===== src/rtl/pipe_ctrl_pkg.sv =====
// Shared pipeline-control types and constants: controller states, memory
// timeout default, performance counter width and a saturating increment.
package pipe_ctrl_pkg;

    localparam int unsigned MEM_TIMEOUT_DEF = 16;
    localparam int          STALL_CNT_W     = 16;

    typedef enum logic [1:0] {
        ST_RUN  = 2'd0,
        ST_WAIT = 2'd1,
        ST_HALT = 2'd2
    } pipe_state_e;

    function automatic logic [STALL_CNT_W-1:0] sat_inc(input logic [STALL_CNT_W-1:0] v);
        return (&v) ? v : v + STALL_CNT_W'(1);
    endfunction

endpackage


===== src/rtl/pipe_ctrl_hazard_detect.sv =====
// Load-use hazard detection between the load in EX and the instruction in ID.
module hazard_detect (
    input  logic [4:0] id_rs1_i,
    input  logic [4:0] id_rs2_i,
    input  logic       id_uses_rs2_i,
    input  logic [4:0] ex_rd_i,
    input  logic       ex_memread_i,
    output logic       load_use_o
);

    logic rs1_match;
    logic rs2_match;

    // x0 is hard-wired zero, so a load targeting it never creates a dependency
    always_comb begin
        rs1_match  = (ex_rd_i == id_rs1_i);
        rs2_match  = id_uses_rs2_i && (ex_rd_i == id_rs2_i);
        load_use_o = ex_memread_i && (ex_rd_i != 5'd0) && (rs1_match || rs2_match);
    end

endmodule


===== src/rtl/pipe_ctrl.sv =====
// Pipeline stall/flush controller: data-memory wait freeze with timeout abort,
// branch flush, load-use stall and a saturating stall-cycle counter.
//
// state   | meaning
// --------+-------------------------------------------------------------
// ST_RUN  | normal flow; branch flush / load-use stall evaluated
// ST_WAIT | data memory access outstanding, whole pipe frozen
// ST_HALT | memory timeout hit, pipe frozen until reset
module pipe_ctrl
    import pipe_ctrl_pkg::*;
#(
    parameter int unsigned MEM_TIMEOUT = MEM_TIMEOUT_DEF
) (
    input  logic                   clk,
    input  logic                   rst_n,
    input  logic [4:0]             id_rs1,
    input  logic [4:0]             id_rs2,
    input  logic                   id_uses_rs2,
    input  logic [4:0]             ex_rd,
    input  logic                   ex_memread,
    input  logic                   ex_branch_taken,
    input  logic                   mem_req,
    input  logic                   dmem_ack,
    output logic                   pc_en,
    output logic                   ifid_en,
    output logic                   idex_en,
    output logic                   exmem_en,
    output logic                   ifid_flush,
    output logic                   idex_flush,
    output logic                   memwb_bubble,
    output logic                   halted,
    output logic                   mem_err,
    output logic [STALL_CNT_W-1:0] stall_cnt
);

    localparam int WAIT_W = (MEM_TIMEOUT < 2) ? 1 : $clog2(MEM_TIMEOUT + 1);

    pipe_state_e             state_q, state_d;
    logic [WAIT_W-1:0]       wait_cnt_q, wait_cnt_d, wait_inc;
    logic [STALL_CNT_W-1:0]  stall_cnt_q, stall_cnt_d;
    logic                    mem_err_q, mem_err_d;
    logic                    halted_q, halted_d;
    logic                    freeze;
    logic                    load_use;

    hazard_detect u_hazard (
        .id_rs1_i      (id_rs1),
        .id_rs2_i      (id_rs2),
        .id_uses_rs2_i (id_uses_rs2),
        .ex_rd_i       (ex_rd),
        .ex_memread_i  (ex_memread),
        .load_use_o    (load_use)
    );

    always_ff @(posedge clk or negedge rst_n) begin
        if (!rst_n) begin
            state_q     <= ST_RUN;
            wait_cnt_q  <= '0;
            stall_cnt_q <= '0;
            mem_err_q   <= 1'b0;
            halted_q    <= 1'b0;
        end else begin
            state_q     <= state_d;
            wait_cnt_q  <= wait_cnt_d;
            stall_cnt_q <= stall_cnt_d;
            mem_err_q   <= mem_err_d;
            halted_q    <= halted_d;
        end
    end

    always_comb begin
        state_d    = state_q;
        wait_cnt_d = wait_cnt_q;
        mem_err_d  = 1'b0;
        freeze     = 1'b0;
        wait_inc   = wait_cnt_q + WAIT_W'(1);

        case (state_q)
            ST_RUN: begin
                if (mem_req && !dmem_ack) begin
                    freeze     = 1'b1;
                    wait_cnt_d = WAIT_W'(1);
                    if (WAIT_W'(1) == WAIT_W'(MEM_TIMEOUT)) begin
                        state_d   = ST_HALT;
                        mem_err_d = 1'b1;
                    end else begin
                        state_d = ST_WAIT;
                    end
                end
            end
            ST_WAIT: begin
                if (!dmem_ack) begin
                    freeze     = 1'b1;
                    wait_cnt_d = wait_inc;
                    if (wait_inc == WAIT_W'(MEM_TIMEOUT)) begin
                        state_d   = ST_HALT;
                        mem_err_d = 1'b1;
                    end
                end else begin
                    state_d    = ST_RUN;
                    wait_cnt_d = '0;
                end
            end
            ST_HALT: begin
                state_d = ST_HALT;
            end
            default: begin
                state_d    = ST_RUN;
                wait_cnt_d = '0;
            end
        endcase

        halted_d = (state_d == ST_HALT);
    end

    // Branch beats load-use: the stalled ID instruction is being discarded anyway
    always_comb begin
        pc_en        = 1'b1;
        ifid_en      = 1'b1;
        idex_en      = 1'b1;
        exmem_en     = 1'b1;
        ifid_flush   = 1'b0;
        idex_flush   = 1'b0;
        memwb_bubble = 1'b0;

        if (state_q == ST_HALT) begin
            pc_en    = 1'b0;
            ifid_en  = 1'b0;
            idex_en  = 1'b0;
            exmem_en = 1'b0;
        end else if (freeze) begin
            pc_en        = 1'b0;
            ifid_en      = 1'b0;
            idex_en      = 1'b0;
            exmem_en     = 1'b0;
            memwb_bubble = 1'b1;
        end else if (ex_branch_taken) begin
            ifid_flush = 1'b1;
            idex_flush = 1'b1;
        end else if (load_use) begin
            pc_en      = 1'b0;
            ifid_en    = 1'b0;
            idex_flush = 1'b1;
        end
    end

    always_comb begin
        stall_cnt_d = stall_cnt_q;
        if (!pc_en && (state_q != ST_HALT)) begin
            stall_cnt_d = sat_inc(stall_cnt_q);
        end
    end

    assign halted    = halted_q;
    assign mem_err   = mem_err_q;
    assign stall_cnt = stall_cnt_q;

endmodule


===== config.mk =====
export PLATFORM = sky130hd
export DESIGN_NAME = pipe_ctrl
export DESIGN_NICKNAME = d
export VERILOG_FILES = /design/src/rtl/pipe_ctrl_pkg.sv /design/src/rtl/pipe_ctrl_hazard_detect.sv /design/src/rtl/pipe_ctrl.sv
export SDC_FILE = /design/constraint.sdc
export NUM_CORES = 1
export LEC_CHECK = 0
export ABC_CLOCK_PERIOD_IN_PS = 1800
export CAP_MARGIN = 5
export CORE_ASPECT_RATIO = 1.5
export CORE_MARGIN = 2
export CORE_UTILIZATION = 41
export DETAILED_ROUTE_END_ITERATION = 10
export MAX_ROUTING_LAYER = met4
export PLACE_DENSITY_LB_ADDON = 0.3
export RECOVER_POWER = 25
export SYNTH_ARGS = -nofsm -noshare
export SYNTH_HDL_FRONTEND = slang
export SYNTH_HIERARCHICAL = 1
export SYNTH_SLANG_ARGS = --single-unit

===== constraint.sdc =====
create_clock -name clk -period 1.8 [get_ports clk]
set_clock_uncertainty 0.05 [all_clocks]
set_input_delay 0.27 -clock clk [delete_from_list [all_inputs] [get_ports clk]]
set_output_delay 0.27 -clock clk [all_outputs]
set_load 0.05 [all_outputs]

Word-level counts from Yosys, hierarchy flattened:

Cells that the tools add are included.

* flip-flop bits (word level): 25
* latch bits: 0
* RAM bits: 0
* memory bits (read-only): 0
* input port bits: 22
* memories: 0

* $add $sub $neg: 2
* multiply operators: 0
* div/mod/pow operators: 0
* magnitude comparators: 0
* equality and inequality tests: 8
* shift operators: 0
* mux-type cells: 28
* bitwise gates (word level): 2
* reduce and logical (&&, ||, !) cells: 13

Operators by type and width (number)
* $mux 1: 20
* $add 16x1->16 const B: 1
* $reduce_and 16->1: 1
* $pmux 5 s3: 1
* $eq 5x5->1: 2
* $mux 5: 2
* $mux 2: 3
* $pmux 2 s3: 1
* $add 5x1->5 const B: 1
* $eq 5x5->1 const B: 1
* $logic_and 1x1->1: 5
* $reduce_bool 5->1: 1
* $eq 2x2->1 const B: 2
* $ne 2x2->1 const B: 2
* $reduce_and 2->1: 2
* $eq 2x1->1 const B: 1
* $logic_not 1->1: 2
* $logic_not 2->1: 1
* $not 1->1: 2
* $pmux 1 s2: 1
* $logic_or 1x1->1: 1

Depth between registers and ports, before layout:

Gate-level depths: netlist of run 1.

* depth after elaboration: 11
* mapped depth: 9
* gate-level depth less buffers: 9

By module:

The synthesis of run 1 kept the hierarchy.

Modules (own cells, without submodules)
* pipe_ctrl: times used 1, cells each 120, area each 1262.5 um2
* hazard_detect: times used 1, cells each 17, area each 132.6 um2

Worst setup path after synthesis of run 1:

Ideal clock, no wire load.

* kind: input-to-output
* start: input port ex_rd[1]
* end: output port pc_en
* data arrival time: 2.107 ns
* required time: 1.480 ns
* path slack: -0.627 ns
* cell stages on the path: 6
* path buffers: 1
* cell sequence: or4_1 > o21ai_1 > a21oi_1 > nor2b_1 > nor2_1 > buf_4

* word-level cells in the longest chain between the ends: 8

Ends and longest elaborated chain
* start, declared: RTL line pipe_ctrl.sv:19 `input logic [4:0] ex_rd,`
* $eq 5x5->1: RTL line pipe_ctrl_hazard_detect.sv:17 `rs2_match = id_uses_rs2_i && (ex_rd_i == id_rs2_i);`
* $logic_and 1x1->1: RTL line pipe_ctrl_hazard_detect.sv:17
* $logic_or 1x1->1: RTL line pipe_ctrl_hazard_detect.sv:18 `load_use_o = ex_memread_i && (ex_rd_i != 5'd0) && (rs1_match || rs2_match);`
* $logic_and 1x1->1 *: RTL line pipe_ctrl_hazard_detect.sv:18
* via load_use: RTL line pipe_ctrl.sv:44 `logic load_use;`
* $mux 1 * (4 in series)
* end, declared: RTL line pipe_ctrl.sv:24 `output logic pc_en,`

The timed path passes the listed nets; every way through them passes the cells marked *.

Final worst setup path of run 1:

* start: input port id_rs2[2]
* end: register stall_cnt_q[12], in the netlist stall_cnt[12]

* word-level cells in the longest chain between the ends: 11

Ends and longest elaborated chain
* start, declared: RTL line pipe_ctrl.sv:17 `input logic [4:0] id_rs2,`
* $eq 5x5->1: RTL line pipe_ctrl_hazard_detect.sv:17
* $logic_and 1x1->1: RTL line pipe_ctrl_hazard_detect.sv:17
* $logic_or 1x1->1: RTL line pipe_ctrl_hazard_detect.sv:18
* $logic_and 1x1->1: RTL line pipe_ctrl_hazard_detect.sv:18
* via load_use: RTL line pipe_ctrl.sv:44
* $mux 1: RTL line pipe_ctrl.sv:140 `end else if (load_use) begin`
* $mux 1: RTL line pipe_ctrl.sv:137 `end else if (ex_branch_taken) begin`
* $mux 1: RTL line pipe_ctrl.sv:131 `end else if (freeze) begin`
* $mux 1: RTL line pipe_ctrl.sv:126 `if (state_q == ST_HALT) begin`
* $logic_not 1->1: RTL line pipe_ctrl.sv:149 `if (!pc_en && (state_q != ST_HALT)) begin`
* $logic_and 1x1->1: RTL line pipe_ctrl.sv:149
* $reduce_and 2->1 (no line)
* end signal, assigned: RTL line pipe_ctrl.sv:65 `stall_cnt_q <= stall_cnt_d;`
* end, declared: RTL line pipe_ctrl.sv:40 `logic [STALL_CNT_W-1:0] stall_cnt_q, stall_cnt_d;`

The timed path passes the listed nets, and every way through them passes these cells.
A chain may end at the register's enable or synchronous reset.

==> results of run 1 <==
worst min-delay path by stage:
| stage | start | endpoint | slack, ns | cells after the start |
|---|---|---|---|---|
| 3_5_place_dp | stall_cnt[15]$_DFFE_PN0P_ | stall_cnt[15]$_DFFE_PN0P_ | 0.45 | 1 |
| 2_1_floorplan | rst_n | halted$_DFF_PN0_ | -0.08 | 0 |
| 3_3_place_gp | stall_cnt[11]$_DFFE_PN0P_ | stall_cnt[11]$_DFFE_PN0P_ | 0.43 | 1 |
| 4_1_cts | rst_n | stall_cnt[10]$_DFFE_PN0P_ | 0.32 | 2 |
| 5_1_grt | stall_cnt[6]$_DFFE_PN0P_ | stall_cnt[6]$_DFFE_PN0P_ | 0.48 | 1 |
| 6_report | stall_cnt[6]$_DFFE_PN0P_ | stall_cnt[6]$_DFFE_PN0P_ | 0.46 | 1 |
power groups by stage:
stage,Combinational [mW],Clock (mW),Sequential [mW]
2_1_floorplan,0.219,0,0.986
3_5_place_dp,0.888,0,0.714
6_report,0.935,0.325,0.704
3_3_place_gp,0.874,0,0.705
5_1_grt,0.989,0.352,0.720
4_1_cts,0.925,0.335,0.704
timing repair:
action                                  in CTS  in global routing
endpoints found under the setup margin      22                 23
hold buffers                                 0                  0
buffers inserted                             3                  1
pin swaps                                   24                 14
resized for setup                           76                 13
registers in the layout, indices dropped and copies added (netlist names):
| name | count |
|---|---|
| stall_cnt | 16 |
| wait_cnt_q | 5 |
| state_q | 2 |
| halted | 1 |
| mem_err | 1 |
critical path, stage by stage:
cell	delay [ns]
buf_6	0.10
xor2_2	0.17
nor4_2	0.27
nand3_1	0.12
a21oi_2	0.16
nor2b_4	0.19
a21oi_4	0.04
or4_4	0.50
nor4b_4	0.28
a21oi_1	0.06
cell usage in the layout, fill, tap and decap left out, types with 2 or more instances in the layout:
| master | instances |
|---|---|
| nand3_1 | 4 |
| nor2_1 | 4 |
| buf_12 | 8 |
| nand4b_1 | 2 |
| xor2_1 | 10 |
| xnor2_1 | 12 |
| and3_1 | 4 |
| xnor2_2 | 2 |
| dlygate4sd2_1 | 4 |
| dfrtp_2 | 4 |
| nand2_4 | 3 |
| clkbuf_2 | 2 |
| inv_1 | 3 |
| nand2b_1 | 3 |
| nor3_2 | 2 |
| dfrtp_1 | 21 |
| nor4_4 | 2 |
| clkbuf_8 | 3 |
| buf_4 | 33 |
| clkdlybuf4s50_1 | 6 |
| nand2_1 | 12 |
| buf_6 | 10 |
| buf_2 | 3 |
| nand4_1 | 7 |
| or4_4 | 2 |
| o21ai_0 | 3 |
| ha_1 | 2 |
| a21oi_1 | 5 |
| xor2_2 | 2 |
| nor2_4 | 3 |
layout make-up:
type | instances | area [um^2] | area share, %
Multi-Input combinational cell | 105 | 913.4 | 39.08
Sequential cell | 25 | 630.6 | 26.98
Tap cell | 42 | 52.55 | 2.248
Clock buffer | 3 | 41.29 | 1.767
Clock inverter | 1 | 5.005 | 0.2141
Inverter | 4 | 18.77 | 0.8030
Timing Repair Buffer | 69 | 675.6 | 28.91
cells by family after synthesis:
family                     after synthesis
AOI/OAI and AO/OA                       14
xor gates and xnor gates                26
adders and majority gates                2
buffers and inverters                    7
DFF                                     25
muxes                                    2
and+or+nand+nor                         61
through the flow:
stage                     area [um^2]  power [mW]
after floorplan                  1446       1.205
after global routing             2337       2.060
after CTS                        2261       1.965
after detailed placement         2113       1.603
after global placement           2113       1.580
final                            2337       1.964
layer usage:
metal / GRT usage, % / share of wire, % / vias to the layer above
met2: 39.89 / 61 / 16
met4: 4.678 / 0.88 / 0
li1: - / - / 616
met3: 3.137 / 2.2 / 4
met1: 20.95 / 36 / 641
met5: - / 0 / -
==> metrics, run 1 <==
Main synth FF type dfrtp_1; LEAKAGE 1.048 nW; combinational group share of total power 47.6%; clock-pin slew on the worst setup and hold paths 0.08 ns; syn_nets 161; initial antenna violation count 0; total vias in the final route about 1300; CTS tree yes; Min Clock Period, post-route a little over 2 ns; HPWL Detailed 2697 um; Max clock buf depth 2; peak supply drop ~0.78 mV; diode count 0; internal power ~1.2 mW; Sw Share a little under 40%; leading area contributor after synthesis dfrtp_1; placer congestion estimate 0.8168; # Max-Cap Violations 0; Synth area leaders dfrtp_1 (45%), xnor2_1 (8.8%), xor2_1 (7.5%), nand2_1 (4.0%), nand4_1 (3.1%); 1st-iter DRT viols 13; Cells after Synth 137; crit path to stall_cnt[12]$_DFFE_PN0P_; Cell Area, Synth 1395 um^2; Flop pwr share 35.9%; Chip Width 51.63 um; CTS buffer count 3; Worst R2R Setup Slack -0.12 ns; Crit Path Class input port to register; CP Max Fanout 5; WP data required approximately 1.9 ns; number of global-route vias before repair 1317; core area 3318 um^2; PortBufs 46; sequential element share of the synthesized area 44.84%; IO Count 47; non-filler cells, final approximately 250; Max Freq 489.0 MHz; row cnt 26; dpl ws -0.8751 ns; Sw Pwr ~0.77 mW; Total GRT Usage 20.37%; synth warn 6; Mapped Avg Cell Area 10.18 um^2; endpoints failing setup 20; clk_lat worst skew 0.26 ns; fin util 70.44%; count of different cell masters after synthesis 35; Num Clock Sinks 25; Worst Tran Pin Value 0.6233 ns; wire length of the first global-routing pass 5906 um; RR Endpoint stall_cnt[12]$_DFFE_PN0P_; WP data arrival 2.14 ns; Hold Slack approximately 0.46 ns; max-slew violations 0; final hold violation count 0; Clock Power Share 16.6%; Post-synth top cells dfrtp_1 (25), nand2_1 (15), xnor2_1 (14); unrepaired setup endpoints after global routing true; Worst setup SP type input port; P per Cell Area 840.3 nW/um^2; via-per-instance ratio 5.129; Die Height 75.44 um; flops & latches, synth 25; CP Capture Type register; Root Driver clkbuf_8; post-synthesis simple-gate area fraction 26.46%; Worst Setup SP id_rs2[2]; final wirelength 3516 um; run status finished, violations left; placed cells 242; Final ANT Viol Nets 0; gr ovfl total 0; share of cells above drive strength 1 ~46%; Final WS setup -0.2450 ns; mux share of post-synthesis cell area between 1.5 and 2%; First-pass DRT Iterations 4; H-Tree Depth 1; reg2reg start stall_cnt[0]$_DFFE_PN0P_; Post-Synth XOR/XNOR Area approximately 16%; largest net degree at the start of global routing 26; largest family of logic cells by synthesized area simple AND/OR/NAND/NOR gates; initial core utilization 42.04%; Total Neg Setup Slack -2.811 ns; period utilisation layout 113.6%; failing checks negative setup slack; drt wl/cell 14.12 um; drt drc 0; top-count cell post-synth dfrtp_1; R2R depth 5; Die ar. 3895 um^2; compound-cell area share of the yosys netlist under 10%; Hold Path Class register to register; Syn-to-layout area delta 67.53%; Synth Area in Adders between 1.5 and 2%; Post-synth EDFFs 0; Slew HR 58.45%; fin nets 232; area fraction of the dominant cell type after synthesis 44.84%; Fill cells 260; Async SR Flop Fraction between 90% and 100%
No activity file was read; power rests on OpenSTA's default activity.
==> run 2: changes to the inputs <==
--- a/config.mk
+++ b/config.mk
@@ -6,11 +6,12 @@
 export NUM_CORES = 1
 export LEC_CHECK = 0
 export ABC_CLOCK_PERIOD_IN_PS = 1800
-export CAP_MARGIN = 5
+export CAP_MARGIN = 20
 export CORE_ASPECT_RATIO = 1.5
 export CORE_MARGIN = 2
 export CORE_UTILIZATION = 41
 export DETAILED_ROUTE_END_ITERATION = 10
+export GPL_TIMING_DRIVEN = 0
 export MAX_ROUTING_LAYER = met4
 export PLACE_DENSITY_LB_ADDON = 0.3
 export RECOVER_POWER = 25
==> constraint.sdc (replaced) <==
create_clock -name clk -period 1.8 [get_ports clk]
set_clock_uncertainty 0.05 [all_clocks]
set_input_delay 0.27 -clock clk [delete_from_list [all_inputs] [get_ports clk]]
set_output_delay 0.27 -clock clk [all_outputs]
set_load 0.01 [all_outputs]
==> run 2 against run 1 <==
The flow still finishes with violations (negative setup slack); combinational power shrank 46%; cell area fell by 8.9%; register-to-register slack worse by 0.07 ns; final cell count shrank 3.2%; global-route usage shrank 0.45 points; clock power increased by 4%; first-iteration DRC count is 110% higher; non-clock buffer count down 8; critical path type unchanged; critical endpoint is now stall_cnt[10]$_DFFE_PN0P_; highest routed layer unchanged.
==> metrics, run 2 (same netlist as run 1, synthesis figures left out) <==
number of global-route vias before repair 1302 (was 1317); via-per-instance ratio 5.154 (was 5.129); Total Neg Setup Slack -3.567 ns (was -2.811 ns); hold_buf cts 0 (unchanged); Hold Path Class input port to asynchronous set/reset pin (was register to register); Chip Width 51.63 um (unchanged); total vias in the final route 1242 (was 1277); Num Clock Sinks 25 (unchanged); Crit Path Class input port to register (unchanged); placed cells 225 (was 242); worst path buffer plus inverter count 1 (unchanged); wire length of the first global-routing pass 5699 um (was 5906 um); failing checks negative setup slack (unchanged); final wirelength 3438 um (was 3516 um); # Max-Cap Violations 0 (unchanged); core area 3318 um^2 (unchanged); drt drc 0 (unchanged); most common cell after layout, fill and taps aside dfrtp_1 (was buf_4); register area 628.1 um^2 (was 630.6 um^2); Final WS setup -0.2631 ns (was -0.2450 ns); Worst Tran Pin Value 0.9768 ns (was 0.6233 ns); Root Driver clkbuf_8 (unchanged); Worst setup SP type input port (unchanged); H-Tree Depth 1 (unchanged); HPWL Detailed 2525 um (was 2697 um); slowest CP cell or4_4 (unchanged); clock-pin slew on the worst setup and hold paths 0.09 ns (was 0.08 ns); drt wl/cell 14.27 um (was 14.12 um); initial antenna violation count 0 (unchanged); PortBufs 46 (unchanged); commonest cells after routing, fill and taps aside dfrtp_1 (23), clkdlybuf4s50_1 (22), xnor2_1 (14) (was buf_4 (33), dfrtp_1 (21), nand2_1 (12), xnor2_1 (12)); CTS buffer count 3 (unchanged); placer congestion estimate 0.7581 (was 0.8168); row cnt 26 (unchanged); endpoints failing setup 19 (was 20); diode count 0 (unchanged); crit path cell chain buf_6, xor2_2, nor4_2, nand3_1, a21oi_2, nor2b_4, a21oi_4, or4_4, nor3_4, xor2_1 (was buf_6, xor2_2, nor4_2, nand3_1, a21oi_2, nor2b_4, a21oi_4, or4_4, nor4b_4, a21oi_1); Max Freq 484.7 MHz (was 489.0 MHz); final instance area 2128 um^2 (was 2337 um^2); max-slew violations 0 (unchanged); share of cells above drive strength 1 30.65% (was 45.89%); Hold Slack 0.2193 ns (was 0.4618 ns); CP top delay family simple AND/OR/NAND/NOR gates (unchanged); CP Capture Type register (unchanged); Max clock buf depth 2 (unchanged); P per Cell Area 753.5 nW/um^2 (was 840.3 nW/um^2); 1st-iter DRT viols 27 (was 13); Min Clock Period, post-route 2.063 ns (was 2.045 ns); peak supply drop 0.5333 mV (was 0.7833 mV); final hold violation count 0 (unchanged); Syn-to-layout area delta 52.56% (was 67.53%); area post-placement 1928 um^2 (was 2113 um^2); reg2reg start stall_cnt[0]$_DFFE_PN0P_ (unchanged); unrepaired setup endpoints after global routing true (unchanged); Fill cells 309 (was 260); gr ovfl total 0 (unchanged); First-pass DRT Iterations 4 (unchanged); clk_lat worst skew 0.27 ns (was 0.26 ns); WP data arrival 2.20 ns (was 2.14 ns); RR Endpoint stall_cnt[1]$_DFFE_PN0P_ (was stall_cnt[12]$_DFFE_PN0P_); LEAKAGE 0.9037 nW (was 1.048 nW); largest net degree at the start of global routing 26 (unchanged); Critical Path Max Stage Delay 0.48 ns (was 0.50 ns); initial core utilization 42.04% (unchanged); CP Max Fanout 5 (unchanged); Total GRT Usage 19.92% (was 20.37%); Slew HR 34.78% (was 58.45%); footprint of the multi-input gates 849.6 um^2 (was 913.4 um^2); run status finished, violations left (unchanged); fin nets 224 (was 232); max FFs per register 16 (unchanged); Worst R2R Setup Slack -0.19 ns (was -0.12 ns); Final ANT Viol Nets 0 (unchanged); CTS tree yes (unchanged); fin util 64.14% (was 70.44%); period utilisation layout 114.6% (was 113.6%); IO Count 47 (unchanged); Die ar. 3895 um^2 (unchanged); non-filler cells, final 241 (was 249); R2R depth 6 (was 5); Die Height 75.44 um (unchanged); WP data required 1.94 ns (was 1.90 ns)
-- run 2: changes by cell type in the layout (fill, tap and decap cells not counted), moves of 3 or more --
cell,before,now
clkdlybuf4s50_1,6,22
buf_4,33,10
buf_12,8,0
clkbuf_2,2,5
buf_2,3,7
-- run 2: how the worst max path moves through the flow --
stage | slack, ns | depth (start not counted) | to | start
2_1_floorplan | -0.26 | 9 | stall_cnt[10]$_DFFE_PN0P_ | ex_rd[3]
3_3_place_gp | -0.95 | 9 | stall_cnt[1]$_DFFE_PN0P_ | ex_rd[3]
3_5_place_dp | -1.03 | 9 | stall_cnt[1]$_DFFE_PN0P_ | ex_rd[3]
4_1_cts | -0.34 | 10 | stall_cnt[10]$_DFFE_PN0P_ | id_rs2[2]
5_1_grt | -0.39 | 10 | stall_cnt[10]$_DFFE_PN0P_ | ex_rd[1]
6_report | -0.26 | 10 | stall_cnt[10]$_DFFE_PN0P_ | id_rs2[2]
-- run 2: worst register-to-register path: cells and delay by family (launching register included) --
family          cells  cell delay [ns]
buf+inv             1             0.16
simple gates        2             0.49
flops               1             0.48
fa+ha+maj           1             0.30
mux                 1             0.30
compound gates      1             0.11
-- run 2: final cells by class --
type,count,area share [%]
repair buffers,59,24.22
plain buffers,2,0.8818
flip-flops and latches,25,29.51
clock buffers,3,1.940
clock inverters,1,0.3527
well taps,42,2.469
inverters,4,0.7055
multi-input cells,105,39.92
-- run 2: layer usage --
metal / global-route usage [%] / up-vias / wire length, um
met5: - / - / 0
met4: 7.018 / 0 / 52
met3: 2.353 / 4 / 171
met2: 40.03 / 45 / 2029
met1: 18.99 / 589 / 1184
li1: - / 604 / -
-- run 2: what timing repair did --
| item | in CTS | in global routing |
|---|---|---|
| pin swaps | 27 | 21 |
| endpoints found under the setup margin | 23 | 22 |
| resized for setup | 80 | 23 |
| cloned | 0 | 0 |
| setup buffers | 10 | 3 |
-- run 2: power by group --
part | switching (mW) | internal (mW)
Combinational | 0.205 | 0.303
Sequential | 0.116 | 0.640
Clock | 0.182 | 0.157
-- run 2: metrics by stage --
| step | setup slack (ns) | power (mW) |
|---|---|---|
| after floorplan | -0.2588 | 0.9491 |
| after global placement | -0.9482 | 1.204 |
| after detailed placement | -1.032 | 1.229 |
| after CTS | -0.3420 | 1.600 |
| after global routing | -0.3896 | 1.689 |
| final | -0.2631 | 1.604 |
==> run 3: changes to the inputs <==
--- a/config.mk
+++ b/config.mk
@@ -13,9 +13,10 @@
 export DETAILED_ROUTE_END_ITERATION = 10
 export GPL_TIMING_DRIVEN = 0
 export MAX_ROUTING_LAYER = met4
-export PLACE_DENSITY_LB_ADDON = 0.3
+export PLACE_DENSITY = 0.81
 export RECOVER_POWER = 25
 export SYNTH_ARGS = -nofsm -noshare
 export SYNTH_HDL_FRONTEND = slang
 export SYNTH_HIERARCHICAL = 1
 export SYNTH_SLANG_ARGS = --single-unit
+export TNS_END_PERCENT = 1
==> run 3 against run 2 <==
The flow still finishes with violations (negative setup slack); cell area fell by 2.4%; hold slack improved by 0.15 ns; final cell count fell by 2.1%; die area did not move; utilization fell by 1.5 points; non-clock buffer count fell by 5; sequential share of layout area rose by 0.61 points; global-route usage fell by 1.2 points; count of clock-buffer cells in the layout did not move; critical endpoint is now pc_en; largest cell class unchanged.
==> metrics, run 3 (same netlist as run 1, synthesis figures left out) <==
run status finished, violations left (unchanged); failing checks negative setup slack (unchanged); critical path depth 9 (was 10); initial antenna violation count 0 (unchanged); fin nets 219 (was 224); IO Count 47 (unchanged); First-pass DRT Iterations 4 (unchanged); diode count 0 (unchanged); Num Clock Sinks 25 (unchanged); max-slew violations 0 (unchanged); Tot Pwr 1.573 mW (was 1.604 mW); Final ANT Viol Nets 0 (unchanged); P per Cell Area 757.5 nW/um^2 (was 753.5 nW/um^2); share of cells above drive strength 1 24.23% (was 30.65%); slowest CP cell or4_4 (unchanged); clock-pin slew on the worst setup and hold paths 0.09 ns (about the same); period utilisation layout 116.9% (was 114.6%); Max Freq 475.3 MHz (was 484.7 MHz); Slew HR 52.81% (was 34.78%); Die ar. 3895 um^2 (unchanged); 1st-iter DRT viols 15 (was 27); commonest cells after routing, fill and taps aside dfrtp_1 (25), clkdlybuf4s50_1 (23), xnor2_1 (14) (was dfrtp_1 (23), clkdlybuf4s50_1 (22), xnor2_1 (14)); row cnt 26 (unchanged); CP Max Fanout 3 (was 5); number of global-route vias before repair 1269 (was 1302); Max clock buf depth 2 (unchanged); crit-path most repeated cell buf_4; Min Clock Period, post-route 2.104 ns (was 2.063 ns); Hold Slack 0.3678 ns (was 0.2193 ns); CTS tree yes (unchanged); CTS buffer count 3 (unchanged); peak supply drop 0.5305 mV (was 0.5333 mV); Critical Path Max Stage Delay 0.53 ns (was 0.48 ns); CP Capture Type output pin (was register); Syn-to-layout area delta 48.88% (was 52.56%); initial core utilization 42.04% (unchanged); Root Driver clkbuf_8 (unchanged); endpoints failing setup 23 (was 19); clk_lat worst skew 0.27 ns (about the same); worst path buffer plus inverter count 4 (was 1); LEAKAGE 0.8686 nW (was 0.9037 nW); # Max-Cap Violations 0 (unchanged); Worst Tran Pin Value 0.7078 ns (was 0.9768 ns); Final WS setup -0.3039 ns (was -0.2631 ns); final hold violation count 0 (unchanged); via-per-instance ratio 5.242 (was 5.154); total vias in the final route 1237 (was 1242); max FFs per register 16 (unchanged); WP data arrival 1.78 ns (was 2.20 ns); Total GRT Usage 18.74% (was 19.92%); gr ovfl total 0 (unchanged); PortBufs 46 (unchanged); most common cell after layout, fill and taps aside dfrtp_1 (unchanged); hold_buf cts 0 (unchanged); largest net degree at the start of global routing 26 (unchanged); core area 3318 um^2 (unchanged); R2R depth 5 (was 6); drt wl/cell 13.54 um (was 14.27 um); Crit Path Class input port to output pin (was input port to register); Chip Width 51.63 um (unchanged); wire length of the first global-routing pass 5257 um (was 5699 um); crit path cell chain buf_2, or4_4, o21ai_2, a21oi_2, nor2b_4, buf_4, nor2_2, buf_4, clkdlybuf4s15_2 (was buf_6, xor2_2, nor4_2, nand3_1, a21oi_2, nor2b_4, a21oi_4, or4_4, nor3_4, xor2_1); final wirelength 3196 um (was 3438 um); drt drc 0 (unchanged); placer congestion estimate 0.7701 (was 0.7581); H-Tree Depth 1 (unchanged); HPWL Detailed 2487 um (was 2525 um); Hold Path Class input port to asynchronous set/reset pin (unchanged); unrepaired setup endpoints after global routing true (unchanged); Worst setup SP type input port (unchanged); WP data required 1.48 ns (was 1.94 ns); Die Height 75.44 um (unchanged); CP top delay family simple AND/OR/NAND/NOR gates (unchanged)
## run 3: cell types whose count changed in the layout (fill, tap and decap cells not counted), moves of 2 or more
| cell | change |
|---|---|
| clkdlybuf4s15_1 | +2 |
| buf_2 | -2 |
| clkbuf_2 | -5 |
| buf_6 | -3 |
| dfrtp_1 | +2 |
| nand2_4 | -2 |
| clkdlybuf4s15_2 | +3 |
| dfrtp_2 | -2 |
## run 3: stage by stage
| stage | utilization, % | instance area [um^2] | setup slack (ns) | instances | TNS [ns] |
|---|---|---|---|---|---|
| after detailed placement | 58.11 | 1928 | -1.044 | 225 | -19.49 |
| after global routing | 62.59 | 2077 | -0.4058 | 236 | -6.876 |
| after floorplan | - | 1415 | -0.2589 | 137 | -2.730 |
| final | 62.59 | 2077 | -0.3039 | 236 | -4.607 |
| after CTS | 61.92 | 2054 | -0.4111 | 233 | -5.357 |
| after global placement | 58.11 | 1928 | -0.9733 | 225 | -18.10 |
## run 3: layout make-up
cell class / instances / area, um^2
clock inverters: 1 / 5.005
well taps: 42 / 52.55
multi-input cells: 105 / 824.5
clock buffers: 3 / 41.29
repair buffers: 53 / 490.5
flip-flops and latches: 25 / 625.6
plain buffers: 3 / 22.52
inverters: 4 / 15.01
fillers: 281 / 1241
## run 3: worst register-to-register path, delay by kind of cell, from the launching register on
family,cells,cell delay [ns]
AO/OA/AOI/OAI,1,0.11
buffers and inverters,1,0.16
flip-flops,1,0.42
multiplexers,1,0.29
AND/OR/NAND/NOR,2,0.81
## run 3: repair_timing
| action | 4_1_cts | 5_1_grt |
|---|---|---|
| gates resized for setup | 80 | 5 |
| setup endpoints to repair | 23 | 23 |
| pin swaps | 18 | 6 |
| setup buffers | 4 | 2 |
## run 3: report_power, final
part | switching [mW] | internal, mW | total [mW]
combinational | 0.197 | 0.292 | 0.489
sequential | 0.113 | 0.640 | 0.753
clock | 0.177 | 0.155 | 0.332
total | 0.486 | 1.09 | 1.57
## run 3: worst paths after layout
| check | from | end | slack, ns |
|---|---|---|---|
| setup / recovery | ex_rd[1] | pc_en | -0.30 |
| hold / removal | rst_n | stall_cnt[6]$_DFFE_PN0P_ | 0.37 |
| setup reg to reg | stall_cnt[9]$_DFFE_PN0P_ | stall_cnt[1]$_DFFE_PN0P_ | -0.14 |
| hold reg to reg | stall_cnt[5]$_DFFE_PN0P_ | stall_cnt[5]$_DFFE_PN0P_ | 0.45 |
| max in group asynchronous | rst_n | stall_cnt[14]$_DFFE_PN0P_ | 0.32 |
| min in group clk | stall_cnt[5]$_DFFE_PN0P_ | stall_cnt[5]$_DFFE_PN0P_ | 0.45 |
## run 3: metal layers
layer / wire (um) / global-route usage (%) / up-vias / part of all wire (%)
li1: - / - / 590 / -
met1: 1053 / 16.98 / 589 / 33
met2: 1895 / 36.75 / 47 / 59
met3: 129 / 1.373 / 11 / 4.0
met4: 118 / 11.70 / 0 / 3.7
met5: 0 / - / - / 0
